<file path="src/rtl/wfifo_pkg.sv">
// rtl/wfifo_pkg.sv - shared pointer types and Gray/binary helpers for the dual-clock FIFO
package wfifo_pkg;

    localparam int MAX_ADDRSIZE = 12;

    // Wide container; callers size-cast results back to their ADDRSIZE+1 pointer width.
    typedef logic [MAX_ADDRSIZE:0] ptr_t;

    function automatic int fifo_depth(input int addrsize);
        return 1 << addrsize;
    endfunction

    function automatic ptr_t width_mask(input int width);
        return (ptr_t'(1) << width) - ptr_t'(1);
    endfunction

    function automatic ptr_t bin2gray(input ptr_t b, input int width);
        ptr_t g;
        g = (b >> 1) ^ b;
        return g & width_mask(width);
    endfunction

    function automatic ptr_t gray2bin(input ptr_t g, input int width);
        ptr_t b;
        b = g & width_mask(width);
        for (int s = 1; s <= MAX_ADDRSIZE; s = s << 1) begin
            b = b ^ (b >> s);
        end
        return b;
    endfunction

endpackage

</file>
<file path="src/rtl/ptr_sync.sv">
// rtl/ptr_sync.sv - multi-flop synchroniser for a Gray pointer crossing into the local clock domain
module ptr_sync #(
    parameter int WIDTH  = 5,
    parameter int STAGES = 2
) (
    input  logic             wclk,
    input  logic             wrst_n,
    input  logic [WIDTH-1:0] async_ptr_i,
    output logic [WIDTH-1:0] sync_ptr_o
);

    logic [WIDTH-1:0] stage_q [STAGES];

    always_ff @(posedge wclk or negedge wrst_n) begin
        if (!wrst_n) begin
            for (int i = 0; i < STAGES; i++) begin
                stage_q[i] <= '0;
            end
        end else begin
            stage_q[0] <= async_ptr_i;
            for (int i = 1; i < STAGES; i++) begin
                stage_q[i] <= stage_q[i-1];
            end
        end
    end

    assign sync_ptr_o = stage_q[STAGES-1];

endmodule

</file>
<file path="src/rtl/wptr_full_ctrl.sv">
// rtl/wptr_full_ctrl.sv - write-side pointer, full/almost-full/overflow flags of the dual-clock FIFO
// Define WPTR_LEVEL_EN to add the registered wlevel occupancy output.
module wptr_full_ctrl
    import wfifo_pkg::*;
#(
    parameter int ADDRSIZE     = 4,
    parameter int SYNC_STAGES  = 2,
    parameter int AFULL_MARGIN = 2
) (
    input  logic                wclk,
    input  logic                wrst_n,
    input  logic                winc,
    input  logic [ADDRSIZE:0]   rptr,
    input  logic                woverflow_clr,
    output logic [ADDRSIZE-1:0] waddr,
    output logic [ADDRSIZE:0]   wptr,
    output logic                wfull,
    output logic                walmost_full,
    output logic                woverflow
`ifdef WPTR_LEVEL_EN
    ,
    output logic [ADDRSIZE:0]   wlevel
`endif
);

    localparam int A  = ADDRSIZE;
    localparam int PW = ADDRSIZE + 1;
    localparam logic [A:0] AFULL_TH = PW'(fifo_depth(ADDRSIZE) - AFULL_MARGIN);

    logic [A:0] wbin_q, wbin_d;
    logic [A:0] wgray_q, wgray_d;
    logic [A:0] wq_rptr, rbin_s, lvl_next;
    logic       wpush;
    logic       wfull_q, wfull_d;
    logic       wafull_q, wafull_d;
    logic       wovf_q, wovf_d;

    ptr_sync #(
        .WIDTH  (PW),
        .STAGES (SYNC_STAGES)
    ) u_rptr_sync (
        .wclk        (wclk),
        .wrst_n      (wrst_n),
        .async_ptr_i (rptr),
        .sync_ptr_o  (wq_rptr)
    );

    // wfull is the registered flag, so a slot freed this cycle is not usable until the next one.
    always_comb begin
        wpush    = winc & ~wfull_q;
        wbin_d   = wbin_q + {{A{1'b0}}, wpush};
        wgray_d  = PW'(bin2gray(ptr_t'(wbin_d), PW));
        rbin_s   = PW'(gray2bin(ptr_t'(wq_rptr), PW));
        lvl_next = wbin_d - rbin_s;
        wfull_d  = (wgray_d == {~wq_rptr[A:A-1], wq_rptr[A-2:0]});
        wafull_d = (lvl_next >= AFULL_TH);
        wovf_d   = (winc & wfull_q) | (wovf_q & ~woverflow_clr);
    end

    always_ff @(posedge wclk or negedge wrst_n) begin
        if (!wrst_n) begin
            wbin_q   <= '0;
            wgray_q  <= '0;
            wfull_q  <= 1'b0;
            wafull_q <= 1'b0;
            wovf_q   <= 1'b0;
        end else begin
            wbin_q   <= wbin_d;
            wgray_q  <= wgray_d;
            wfull_q  <= wfull_d;
            wafull_q <= wafull_d;
            wovf_q   <= wovf_d;
        end
    end

`ifdef WPTR_LEVEL_EN
    logic [A:0] wlevel_q;

    always_ff @(posedge wclk or negedge wrst_n) begin
        if (!wrst_n) begin
            wlevel_q <= '0;
        end else begin
            wlevel_q <= lvl_next;
        end
    end

    assign wlevel = wlevel_q;
`endif

    assign waddr        = wbin_q[A-1:0];
    assign wptr         = wgray_q;
    assign wfull        = wfull_q;
    assign walmost_full = wafull_q;
    assign woverflow    = wovf_q;

endmodule

</file>
<file path="config.mk">
export PLATFORM = sky130hd
export DESIGN_NAME = wptr_full_ctrl
export DESIGN_NICKNAME = d
export VERILOG_FILES = /design/src/rtl/wfifo_pkg.sv /design/src/rtl/ptr_sync.sv /design/src/rtl/wptr_full_ctrl.sv
export SDC_FILE = /design/constraint.sdc
export NUM_CORES = 1
export LEC_CHECK = 0
export CELL_PAD_IN_SITES_DETAIL_PLACEMENT = 1
export CELL_PAD_IN_SITES_GLOBAL_PLACEMENT = 2
export CORE_AREA = 5 5 64 66
export CTS_BUF_LIST = sky130_fd_sc_hd__clkbuf_8
export DETAILED_ROUTE_END_ITERATION = 16
export DIE_AREA = 0 0 69 71
export GPL_TIMING_DRIVEN = 0
export PLACE_DENSITY = 0.78
export SKIP_LAST_GASP = 1
export SLEW_MARGIN = 25
export SYNTH_ARGS = -nofsm -noshare
export SYNTH_HDL_FRONTEND = slang
export SYNTH_SLANG_ARGS = --single-unit
</file>
<file path="constraint.sdc">
create_clock -name wclk -period 2.7 [get_ports wclk]
set_clock_uncertainty 0.1 [all_clocks]
set_input_delay 0.54 -clock wclk [delete_from_list [all_inputs] [get_ports wclk]]
set_output_delay 0.54 -clock wclk [all_outputs]
set_load 0.02 [all_outputs]
</file>
==> impl_metrics.csv <==
group,metric,value,unit
sta,min_period_over_period,99.8,%
sta,finalSetupViolCount,0,
sta,hold_viol_final,0,
flow_run,drv_cap,0,
final_layout,drive_above_1_share,27.6,%
critical_path,worstSetupEndpointType,"register",
routing,ant_nets,0,
routing,wl_per_cell,13.6,um
pwr,p_per_area,1260,mW/mm^2
logic_synthesis,ys_ff_latch,22,
logic_synthesis,synthCells,77,
pwr,leakage,0.000630,uW
cts,cts_num_sinks,22,
floorplanning,die_x,69,um
global_route,antenna_found_initial,0,
critical_path,worstPathMaxFanout,4,
logic_synthesis,yosysWarnings,0,
routing,drtIter0Drc,6,
routing,routed_via_density,4.46,
hold_path,hold_path.class,"in -> async",
final_layout,fin_util,41.3,%
logic_synthesis,yosysSeqAreaShare,52.2,%
global_route,grt-ovfl-total,0,
cts,clkLatencyLatePin,260,ps
sta,worstMarginPinSlew,492,ps
cts,cts_tree,"built",
logic_synthesis,syn_nets,92,
final_layout,area_growth,38.0,%
logic_synthesis,syn_area_per_cell,13.7,um^2
cts,cts_root_buf,"clkbuf_8",
critical_path,cp_data_arrival_time,2740,ps
routing,postRouteWirelength,2070,um
sta,finalCriticalPeriod,2700,ps
pwr,ir_drop,346,uV
placement,port_buffers,20,
cts,clkSlewWorstSetupHoldPaths,70,ps
placement,place_ws,-646,ps
outcome,status,"complete, no violations",
sta,slew_viol_final,0,
critical_path,worstPathRequired,2740,ps
sta,worst_slack,4.70,ps
routing,drc,0,
final_layout,nets,122,
floorplanning,core_area,0.00352,mm^2
placement,gp_congestion,0.678,
global_route,grt_max_degree,23,
cts,cts_hold_buffers,0,
global_route,grt_usage,9.07,%
sta,max_slew_margin,67.2,%
final_layout,diodes,0,
floorplanning,dieArea,0.00490,mm^2
sta,fmax,371,MHz
critical_path,cp-start-kind,"input pin",
cts,htreeDepth,1,
floorplanning,ios,21,
floorplanning,num_rows,22,
sta,rsz0062_at_grt,"yes",
routing,vias,683,
routing,dr.pass1.iters,2,
placement,dp_hpwl,1610,um
placement,dpl-instance-area,0.00132,mm^2
floorplanning,chipHeight,71,um
cts,clk_path_buf_depth,2,
logic_synthesis,synth_area,0.00105,mm^2
global_route,grt_pass1_wl,3440,um
logic_synthesis,ys_types,26,
final_layout,stdcell_area,0.00146,mm^2
cts,cts_buffers,3,
floorplanning,initial_core_util,29.9,%
critical_path,path_class,"in -> reg",
global_route,grt_pass1_vias,753,
==> cell usage after synthesis (all sizes together) <==
master	instances	area [um^2]
dfrtp	22	551
xnor2	11	96.3
inv	7	26.3
xor2	6	71.3
ha	5	62.6
and3	3	21.3
xnor3	3	68.8
nor2b	2	12.5
nor3	2	10.0
o21ai	2	10.0
o31ai	2	15.0
a2111o	1	11.3
a221oi	1	8.76
and2	1	6.26
and3b	1	8.76
and4bb	1	12.5
fa	1	20.0
mux2	1	11.3
nand2	1	3.75
nand3	1	5.00
nor2	1	3.75
nor4bb	1	10.0
o2111ai	1	8.76
==> path summary, 6_finish.rpt <==
path                                      startpoint                        end  slack [ps]  cells past startpoint
max reg2reg                u_rptr_sync.sync_ptr_o[4]               walmost_full          50                      9
min in group wclk             u_rptr_sync.stage_q[5]  u_rptr_sync.sync_ptr_o[0]         250                      0
min reg2reg                   u_rptr_sync.stage_q[5]  u_rptr_sync.sync_ptr_o[0]         250                      0
min                                           wrst_n  u_rptr_sync.sync_ptr_o[0]         140                      1
max in group asynchronous                     wrst_n  u_rptr_sync.sync_ptr_o[4]        2000                      1
max                                             winc               walmost_full           5                      9
==> kinds of logic after synthesis <==
logic type,share of synthesized area (%)
compound gates,5.10
xor+xnor,22.4
fa+ha+maj,7.83
buf+inv,2.49
flops,52.2
mux,1.07
simple gates,8.90
==> metrics by stage <==
stage,instances,hold slack (ps),total power (uW),setup TNS [ps]
after global placement,145,233,1470,-849
after detailed placement,145,236,1510,-957
final,153,135,1840,0
after CTS,153,253,1830,0
after global routing,153,174,1980,-70.1
after floorplan,77,144,1180,0
==> where the power goes <==
group	total, uW	switching, uW	leakage (uW)	internal [uW]
clock	198	98.5	0.0000216	99.5
combinational	1130	533	0.000348	597
sequential	510	78.9	0.000260	431
total	1840	710	0.000630	1130
==> state kept, by name (all words and copies together), names as in the netlist <==
name                    count
u_rptr_sync.stage_q         5
u_rptr_sync.sync_ptr_o      5
walmost_full                1
wbin_q                      5
wfull                       1
woverflow                   1
wptr                        4
==> cell type report <==
cell class | count | area (um^2)
sequential | 22 | 552
timing repair buffer | 25 | 233
inverter | 7 | 26.3
fill | 395 | 2070
tap | 48 | 60.1
multi-input combinational | 48 | 543
clock buffer | 3 | 41.3
==> repair_timing <==
| action | 4_1_cts | 5_1_grt |
|---|---|---|
| cloned | 0 | 0 |
| resized for setup | 9 | 5 |
| buffers inserted | 5 | 0 |
| pin swaps | 3 | 0 |
| setup endpoints to repair | 2 | 2 |
==> worst max-delay path, cell delays in order <==
cell and delay (ps):
clkdlybuf4s50_1 440, and3b_1 200, ha_2 370, inv_2 80, fa_2 420, nor4bb_1 290, a2111o_1 180, xnor2_2 120
o31ai_1 90
==> routing by layer <==
metal  vias to the layer above  share of wire (%)  track usage [%]
met5                         -                  0                0
met4                         0                1.7             3.90
met3                         5                3.4             2.56
met2                        13                 55             16.5
met1                       349                 40             9.79
li1                        316                  -                -
==> cell usage in the layout (no fill, tap or decap), types with 3 or more instances in the layout <==
master | netlist | final
clkdlybuf4s50_1 | 0 | 19
xnor2_2 | 0 | 3
buf_4 | 0 | 5
xor2_1 | 5 | 3
xnor2_1 | 11 | 8
dfrtp_1 | 22 | 21
inv_1 | 7 | 5
clkbuf_8 | 0 | 3
(Power assumes the default switching activity.)
